--- config.mk ---
export PLATFORM = sky130hd
export DESIGN_NAME = bk_adder_pipe
export DESIGN_NICKNAME = d
export VERILOG_FILES = /design/src/rtl/bk_adder_pipe.sv
export SDC_FILE = /design/constraint.sdc
export NUM_CORES = 1
export LEC_CHECK = 0
export CAP_MARGIN = 20
export CORE_MARGIN = 1.5
export CORE_UTILIZATION = 57
export DETAILED_ROUTE_END_ITERATION = 16
export GPL_TIMING_DRIVEN = 0
export PLACE_DENSITY = 0.92
export REMOVE_ABC_BUFFERS = 1
export SYNTH_ARGS = -nofsm -noshare
export SYNTH_HDL_FRONTEND = slang
export SYNTH_SLANG_ARGS = --single-unit
--- constraint.sdc ---
create_clock -name clk -period 11 [get_ports clk]
set_input_delay 2.75 -clock clk [delete_from_list [all_inputs] [get_ports clk]]
set_output_delay 2.75 -clock clk [all_outputs]
set_load 0.02 [all_outputs]
--- src/rtl/bk_adder_pipe.sv ---
// bk_adder_pipe: pipelined Brent-Kung prefix adder with a valid/ready stream
// interface. Computes {c_out, s} = a + (sub ? ~b : b) + c_in.
//
// Parameters
//   WIDTH  : operand width, power of two, 8..256
//   STAGES : registers from operand capture to result, 1..log2(WIDTH)+1
//
// Ports
//   clk       : clock, rising edge
//   rst_n     : synchronous active-low reset
//   in_valid  : operands valid
//   in_ready  : operands accepted this cycle (= pipeline advance)
//   a, b      : operands
//   c_in      : carry-in
//   sub       : 1 selects a + ~b + c_in
//   out_valid : result valid
//   out_ready : consumer accepts result
//   s         : sum
//   c_out     : carry-out of bit WIDTH-1
//   ovf       : signed overflow (only when BK_ADDER_OVF_EN is defined)
//
// Optional feature macro: BK_ADDER_OVF_EN adds the ovf output.
//
// Register placement: with STAGES >= 2 the first register captures operands
// and the last one holds s/c_out; the remaining STAGES-2 registers are cut
// into the 2*log2(WIDTH)-1 prefix levels at evenly spaced points. With
// STAGES == 1 the whole adder is combinational in front of the output register.

`default_nettype none

module bk_adder_pipe #(
  parameter int unsigned WIDTH  = 64,
  parameter int unsigned STAGES = 2
) (
  input  logic             clk,
  input  logic             rst_n,
  input  logic             in_valid,
  output logic             in_ready,
  input  logic [WIDTH-1:0] a,
  input  logic [WIDTH-1:0] b,
  input  logic             c_in,
  input  logic             sub,
  output logic             out_valid,
  input  logic             out_ready,
  output logic [WIDTH-1:0] s,
`ifdef BK_ADDER_OVF_EN
  output logic             c_out,
  output logic             ovf
`else
  output logic             c_out
`endif
);

  localparam int LOG2W = $clog2(WIDTH);
  // Up-sweep LOG2W levels plus down-sweep LOG2W-1 levels.
  localparam int NLEV  = 2 * LOG2W - 1;
  localparam int NCUT  = int'(STAGES) - 2;

  // True when a pipeline register follows prefix level lvl.
  function automatic bit is_cut(input int lvl);
    bit hit;
    hit = 1'b0;
    for (int j = 1; j <= NCUT; j++) begin
      if (((j * NLEV) + ((int'(STAGES) - 1) / 2)) / (int'(STAGES) - 1) == lvl) begin
        hit = 1'b1;
      end
    end
    return hit;
  endfunction

  logic             w_adv;
  logic [WIDTH-1:0] w_opa;
  logic [WIDTH-1:0] w_opb;
  logic             w_opc;
  logic [WIDTH-1:0] w_beff;
  logic             w_last_vld;
  logic [STAGES-1:0] r_vld;

  // Whole pipeline moves together whenever the output slot is free or drains.
  assign w_adv     = !out_valid || out_ready;
  assign in_ready  = w_adv;
  assign out_valid = r_vld[STAGES-1];
  assign w_beff    = sub ? ~b : b;

  // Valid shift register, one bit per stage.
  if (STAGES > 1) begin : g_vld_shift
    always_ff @(posedge clk) begin
      if (!rst_n) begin
        r_vld <= '0;
      end else if (w_adv) begin
        r_vld <= {r_vld[STAGES-2:0], in_valid};
      end
    end
    assign w_last_vld = r_vld[STAGES-2];
  end else begin : g_vld_one
    always_ff @(posedge clk) begin
      if (!rst_n) begin
        r_vld <= '0;
      end else if (w_adv) begin
        r_vld <= in_valid;
      end
    end
    assign w_last_vld = in_valid;
  end

  // Operand capture; loads only on an accepted transfer so idle inputs are ignored.
  if (STAGES > 1) begin : g_cap
    logic [WIDTH-1:0] r_a;
    logic [WIDTH-1:0] r_b;
    logic             r_ci;

    always_ff @(posedge clk) begin
      if (!rst_n) begin
        r_a  <= '0;
        r_b  <= '0;
        r_ci <= 1'b0;
      end else if (w_adv && in_valid) begin
        r_a  <= a;
        r_b  <= w_beff;
        r_ci <= c_in;
      end
    end

    assign w_opa = r_a;
    assign w_opb = r_b;
    assign w_opc = r_ci;
  end else begin : g_nocap
    assign w_opa = a;
    assign w_opb = w_beff;
    assign w_opc = c_in;
  end

  // Level 0 forms per-bit (g, p); levels 1..NLEV form the Brent-Kung prefix.
  // Each level carries g/p plus the original propagate x and c_in for the sum.
  for (genvar l = 0; l <= NLEV; l++) begin : g_lvl
    logic [WIDTH-1:0] w_g_d;
    logic [WIDTH-1:0] w_p_d;
    logic [WIDTH-1:0] w_x_d;
    logic             w_ci_d;
    logic [WIDTH-1:0] w_g_q;
    logic [WIDTH-1:0] w_p_q;
    logic [WIDTH-1:0] w_x_q;
    logic             w_ci_q;

    if (l == 0) begin : g_gp
      // c_in is folded into bit 0's generate so G[i] is the carry into bit i+1.
      assign w_g_d[WIDTH-1:1] = w_opa[WIDTH-1:1] & w_opb[WIDTH-1:1];
      assign w_g_d[0]         = (w_opa[0] & w_opb[0]) | ((w_opa[0] ^ w_opb[0]) & w_opc);
      assign w_p_d            = w_opa ^ w_opb;
      assign w_x_d            = w_opa ^ w_opb;
      assign w_ci_d           = w_opc;
    end else begin : g_pfx
      localparam bit UP   = (l <= LOG2W);
      localparam int K    = UP ? l : (2 * LOG2W - l);
      localparam int SPAN = 1 << K;
      localparam int DIST = SPAN / 2;

      for (genvar i = 0; i < WIDTH; i++) begin : g_bit
        // Up-sweep: combine at the top bit of each SPAN block.
        // Down-sweep: fill the midpoints of blocks above the first.
        if ((UP && (((i + 1) % SPAN) == 0)) ||
            (!UP && (((i + 1) % SPAN) == DIST) && (i >= SPAN))) begin : g_op
          assign w_g_d[i] = g_lvl[l-1].w_g_q[i] |
                            (g_lvl[l-1].w_p_q[i] & g_lvl[l-1].w_g_q[i-DIST]);
          assign w_p_d[i] = g_lvl[l-1].w_p_q[i] & g_lvl[l-1].w_p_q[i-DIST];
        end else begin : g_pass
          assign w_g_d[i] = g_lvl[l-1].w_g_q[i];
          assign w_p_d[i] = g_lvl[l-1].w_p_q[i];
        end
      end

      assign w_x_d  = g_lvl[l-1].w_x_q;
      assign w_ci_d = g_lvl[l-1].w_ci_q;
    end

    if (is_cut(l)) begin : g_cut
      logic [WIDTH-1:0] r_g;
      logic [WIDTH-1:0] r_p;
      logic [WIDTH-1:0] r_x;
      logic             r_ci;

      always_ff @(posedge clk) begin
        if (!rst_n) begin
          r_g  <= '0;
          r_p  <= '0;
          r_x  <= '0;
          r_ci <= 1'b0;
        end else if (w_adv) begin
          r_g  <= w_g_d;
          r_p  <= w_p_d;
          r_x  <= w_x_d;
          r_ci <= w_ci_d;
        end
      end

      assign w_g_q  = r_g;
      assign w_p_q  = r_p;
      assign w_x_q  = r_x;
      assign w_ci_q = r_ci;
    end else begin : g_thru
      assign w_g_q  = w_g_d;
      assign w_p_q  = w_p_d;
      assign w_x_q  = w_x_d;
      assign w_ci_q = w_ci_d;
    end
  end

  // Group propagate of the final level has no consumer.
  logic w_unused_p;
  assign w_unused_p = ^g_lvl[NLEV].w_p_q;

  logic [WIDTH-1:0] w_sum;
  logic             w_cout;
  logic [WIDTH-1:0] r_s;
  logic             r_c_out;

  assign w_sum  = g_lvl[NLEV].w_x_q ^ {g_lvl[NLEV].w_g_q[WIDTH-2:0], g_lvl[NLEV].w_ci_q};
  assign w_cout = g_lvl[NLEV].w_g_q[WIDTH-1];

  // Output register; holds the last result through bubbles and stalls.
  always_ff @(posedge clk) begin
    if (!rst_n) begin
      r_s     <= '0;
      r_c_out <= 1'b0;
    end else if (w_adv && w_last_vld) begin
      r_s     <= w_sum;
      r_c_out <= w_cout;
    end
  end

  assign s     = r_s;
  assign c_out = r_c_out;

`ifdef BK_ADDER_OVF_EN
  logic w_ovf;
  logic r_ovf;

  // Signed overflow: carry into the sign bit differs from carry out of it.
  assign w_ovf = g_lvl[NLEV].w_g_q[WIDTH-1] ^ g_lvl[NLEV].w_g_q[WIDTH-2];

  always_ff @(posedge clk) begin
    if (!rst_n) begin
      r_ovf <= 1'b0;
    end else if (w_adv && w_last_vld) begin
      r_ovf <= w_ovf;
    end
  end

  assign ovf = r_ovf;
`endif

endmodule

`default_nettype wire

==> results of run 1 <==
-- per-layer routing --
metal  share of wire  vias up
li1                -     4140
met1            0.43     4083
met2            0.50      263
met3           0.057       37
met4           0.018        0
met5               0        -
-- sequential cells by signal, summed over array words and instances (netlist names) --
name	flops
c_out	1
r_vld	2
s	64
g_cap.r_a	64
g_cap.r_ci	1
g_cap.r_b	64
-- cell families (layout without fill, tap and decap cells) --
logic type,count (synthesis),after routing,share of synthesized area
flops,196,196,0.380
simple gates,362,362,0.142
fa+ha+maj,95,95,0.139
compound gates,277,277,0.220
xor+xnor,95,95,0.0805
buf+inv,105,270,0.0381
-- power by group through the flow --
stage | combinational (mW) | sequential (mW) | clock [mW]
global route | 0.391 | 0.804 | 0.682
floorplan | 0.188 | 0.825 | 0
detailed placement | 0.352 | 0.813 | 0
global placement | 0.354 | 0.810 | 0
finish | 0.355 | 0.798 | 0.647
CTS | 0.356 | 0.797 | 0.657
-- per-stage QoR --
step	instance area (um^2)	hold slack, ns
final	13100	0.462
after global routing	13100	0.488
after CTS	13100	0.467
after detailed placement	12500	0.457
after global placement	12400	0.455
after floorplan	10100	0.443
-- layout make-up --
cell class,instances,share of cell area
clock buffers,21,0.0366
clock inverters,11,0.0108
inverters,33,0.00944
multi-input cells,829,0.459
flip-flops and latches,196,0.299
well taps,229,0.0218
repair buffers,205,0.163
-- placed cells by master (no fill, tap or decap), drive strengths merged, types with 4 or more instances in the layout --
master / count
a21boi: 99
and2: 4
xnor2: 95
nand4: 9
clkdlybuf4s50: 198
ha: 62
a21oi: 24
nand2: 314
o21ai: 12
buf: 7
dfxtp: 196
nor3: 5
inv: 36
fa: 33
a21o: 19
o21bai: 4
clkbuf: 21
clkinv: 4
or3: 4
nor2b: 4
nand3: 6
nor2: 10
o211a: 96
-- how the worst min path moves through the flow --
stage | endpoint | start
4_1_cts | s[30] | s[30]
6_report | s[17] | s[17]
3_3_place_gp | s[56] | s[56]
2_1_floorplan | g_cap.r_a[0] | g_cap.r_a[0]
5_1_grt | s[30] | s[30]
3_5_place_dp | s[30] | s[30]
-- worst max-delay path, stage by stage --
cell	delay (ns)
clkdlybuf4s50_1	0.46
nor2b_1	0.07
inv_1	0.21
clkdlybuf4s50_1	0.65
==> reports/summary.txt, run 1 <==
status = finished, final reports clean
top cells by area, synth = dfxtp_1 38%, nand2_1 11%, o211a_1 9.3%
number of remaining DRC errors = 0
DRT antenna net count = 0
clk sinks = 196
GR Layer Usage met2 = 0.470
synth warn = 0
Final Max Slew Viols = 0
Peak VDD IR = 0.108 mV
synthesis-to-finish area growth = 27.0%
row count = 49
r2r worst-path depth = 16
via density per instance = 5.59
Core Area = 0.0178 mm^2
number of buffers created by CTS = 17
Setup Skew = 0.0119 ns
hold path depth = 2
PwrDens = 137 mW/mm^2
via count = 8523
crit end category = output port
internal power = 1.30 mW
clk buf depth = 2
DIE AREA = 0.0189 mm^2
Die Y-Extent = 138 um
leak pwr = 6.10 nW
clock share of power = 0.360
vias in the first global route = 8421
# diodes = 0
Root Buffer Master = clkbuf_16
Finished Core Util = 0.736
Synth async-reset ratio = 0
initial antenna violation count = 0
Synth top cells by count = 314 x nand2_1, 196 x dfxtp_1, 98 x a21boi_0
H-tree depth = 4
reg-to-reg critical path endpoint = s[27]
ys flop type = dfxtp_1
Die X = 138 um
setup ws final = 4.11 ns
minimum clock period = 6.89 ns
fin crit share = 0.626
CP Launch Point = out_ready
GR peak layer = met2
sequential share of the synthesized area = 0.380
Hold-fix buffers, CTS = 0
critical path class = in2out
setup TNS = 0 ns
HP Class = reg2reg
crit path DAT = 4.14 ns
Gate power share = 0.197
worst skew pair latency = 0.43 ns
setup bufs post-CTS = 0
Slew @ Worst Pin = 0.907 ns
most instantiated library cell after synthesis = nand2_1
WL per Instance = 16.3 um
TritonRoute pass-1 iters = 5
met3 Use GR = 0.0438
Final Wtd Congestion = 0.803
worst rel slew slack = 0.380
#FFs+latches synth = 196
Resized cells post-CTS = 0
sw frac = 0.275
HPWL Detailed = 16900 um
P_sw = 0.496 mW
clock transition at the registers of the reported paths = 0.07 ns
TritonCTS clock tree = yes
Filler Cell Count = 1303
post-layout power = 1.80 mW
total gr overflow = 0
Starting Density = 0.579
Layout Cells excl Fill = 1524
max_cap viols = 0
DP Worst Slack = 4.12 ns
Fmax = 0.145 GHz
largest net degree at the start of global routing = 107
DR iter-0 viols = 387
IO buf count = 200
Synth area leader = dfxtp_1
FF-to-FF setup slack = 6.51 ns
Tot GR Track Use = 0.266
Worst EP required = 8.25 ns
crit path launch type = input port
crit path max fanout = 5
EDFF count, synth = 0
Seq pwr share = 0.443
first-pass GRT wire length = 39600 um
Synth cell types = 44
endpoints failing setup = 0
register area = 0.00392 mm^2
syn_area_per_cell = 9.14 um^2
cell area after synthesis = 0.0103 mm^2
Setup crit end = in_ready
share of layout cells above drive strength 1 = 0.0432
unrepaired setup endpoints after global routing = false
Total Wirelength = 24900 um
cell count after synthesis = 1130
I/O pin count = 201
final hold vios = 0
DP Cell Count = 1492
Multi-input gate area = 0.00603 mm^2
r2r startpoint = g_cap.r_b[0]
final net count = 1511
met1 global-route usage = 0.324
top cell type's share of synthesized area = 0.380
No activity file was read; power rests on OpenSTA's default activity.
==> inputs of run 2 (changes only) <==
CORE_UTILIZATION = 53   (was 57)
PLACE_DENSITY = 0.86   (was 0.92)
clock period = 6.46 ns   (was 11 ns; I/O delays follow)
==> run 2 against run 1 <==
Net effect: hold slack lost 0.0023 ns; largest power group unchanged; total power grew 67%; cell count grew 2.0%; sequential power grew 70%; die area grew 7.4%.
==> reports/summary.txt, run 2 (same netlist as run 1, synthesis figures left out) <==
status = finished, final reports clean
IO buf count = 200 (unchanged)
clk sinks = 196 (unchanged)
Die Y-Extent = 143 um (+3.6%)
TritonRoute pass-1 iters = 5 (unchanged)
HP Class = reg2reg
# diodes = 0 (unchanged)
Slew @ Worst Pin = 0.939 ns (+0.0330 ns)
setup bufs post-CTS = 0 (unchanged)
crit path max fanout = 5 (unchanged)
I/O pin count = 201 (unchanged)
unrepaired setup endpoints after global routing = false
WL per Instance = 15.6 um (-4.0%)
hold_sp = s[9]
hold path depth = 2 (unchanged)
share of layout cells above drive strength 1 = 0.0425 (-0.000772)
crit end category = output port
Die X = 143 um (+3.6%)
PwrDens = 229 mW/mm^2 (+67%)
DR iter-0 viols = 397 (+2.6%)
post-layout power = 3.00 mW (+67%)
CP Launch Point = out_ready
worst rel slew slack = 0.357 (-0.0225)
final hold vios = 0 (unchanged)
crit path launch type = input port
Resized cells post-CTS = 0 (unchanged)
critical path class = in2out
DIE AREA = 0.0203 mm^2 (+7.4%)
FF-to-FF setup slack = 1.98 ns (-4.53 ns)
HPWL Detailed = 16300 um (-3.1%)
minimum clock period = 4.56 ns
commonest cells after routing, fill and taps aside = 312 x nand2_1, 198 x clkdlybuf4s50_1, 196 x dfxtp_1
reg-to-reg critical path endpoint = s[27]
Tot GR Track Use = 0.244 (-0.0215)
fin crit share = 0.706
Final Max Slew Viols = 0 (unchanged)
Core Area = 0.0189 mm^2 (+5.9%)
Finished Core Util = 0.695 (-0.0411)
crit path DAT = 2.95 ns (-1.19 ns)
Fmax = 0.219 GHz
Setup Skew = 0.0187 ns (+0.00680 ns)
Total Wirelength = 24300 um (-2.1%)
Root Buffer Master = clkbuf_16
total gr overflow = 0 (unchanged)
Hold-fix buffers, CTS = 0 (unchanged)
final net count = 1511 (unchanged)
r2r worst-path depth = 16 (unchanged)
first-pass GRT wire length = 39300 um (-0.72%)
number of buffers created by CTS = 17 (unchanged)
r2r startpoint = g_cap.r_a[0]
via density per instance = 5.40 (-3.4%)
row count = 50 (+2.0%)
setup TNS = 0 ns (unchanged)
TritonCTS clock tree = yes
most common cell after layout, fill and taps aside = nand2_1
clk buf depth = 2 (unchanged)
clock transition at the registers of the reported paths = 0.06 ns (about the same)
initial antenna violation count = 2 (+2)
Final Wtd Congestion = 0.819 (+2.0%)
vias in the first global route = 8166 (-3.0%)
largest net degree at the start of global routing = 113 (+5.6%)
Starting Density = 0.547 (-0.0323)
max_cap viols = 0 (unchanged)
leak pwr = 6.09 nW (-0.21%)
number of remaining DRC errors = 0 (unchanged)
worst skew pair latency = 0.44 ns (about the same)
hold path endpoint = s[9]
H-tree depth = 4 (unchanged)
via count = 8402 (-1.4%)
Worst EP required = 4.85 ns (-3.40 ns)
Peak VDD IR = 0.161 mV (+49%)
DRT antenna net count = 0 (unchanged)
endpoints failing setup = 0 (unchanged)
synthesis-to-finish area growth = 27.0% (about the same)
Filler Cell Count = 1495 (+15%)
run 2: changes by cell type in the layout (fill, tap and decap cells not counted):
cell	before	now
clkinv_2	0	3
clkinv_4	4	2
inv_6	1	3
inv_8	2	0
bufinv_16	2	1
clkbuf_1	0	1
clkinvlp_4	2	1
run 2: how the worst max path moves through the flow:
stage,to,slack (ns)
final,in_ready,1.90
after CTS,in_ready,1.90
after global placement,g_cap.r_b[11],-1.43
after detailed placement,in_ready,1.90
after global routing,s[27],1.64
after floorplan,g_cap.r_b[0],0.89
run 2: cell type report:
cell class                 count  area (um^2)  share of cell area
timing repair buffer         205         2140               0.163
tap                          260          325              0.0248
inverter                      33          124             0.00944
clock buffer                  22          484              0.0369
clock inverter                10         96.3             0.00734
sequential                   196         3920               0.299
multi-input combinational    829         6030               0.460
run 2: metrics by stage:
stage	instances	worst slack (ns)	instance area, um^2	hold WS [ns]
2_1_floorplan	1058	0.895	10100	0.443
3_3_place_gp	1518	-1.43	12400	0.454
3_5_place_dp	1523	1.90	12500	0.454
4_1_cts	1555	1.90	13100	0.464
5_1_grt	1555	1.64	13100	0.484
6_report	1555	1.90	13100	0.460
run 2: where the power goes:
group	switching (mW)	internal [mW]
combinational	0.298	0.304
clock	0.470	0.577
sequential	0.0611	1.29
total	0.829	2.18
run 2: metal layers:
layer	wire, um	global-route usage	vias to the layer above
li1	-	-	4142
met1	10700	0.310	3987
met2	11700	0.423	245
met3	1570	0.0449	26
met4	331	0.0722	2
met5	13	0	-
run 2: critical path, cell delays in order:
cell and delay, ns:
clkdlybuf4s50_1 0.45, nor2b_1 0.06, inv_1 0.18, clkdlybuf4s50_1 0.64
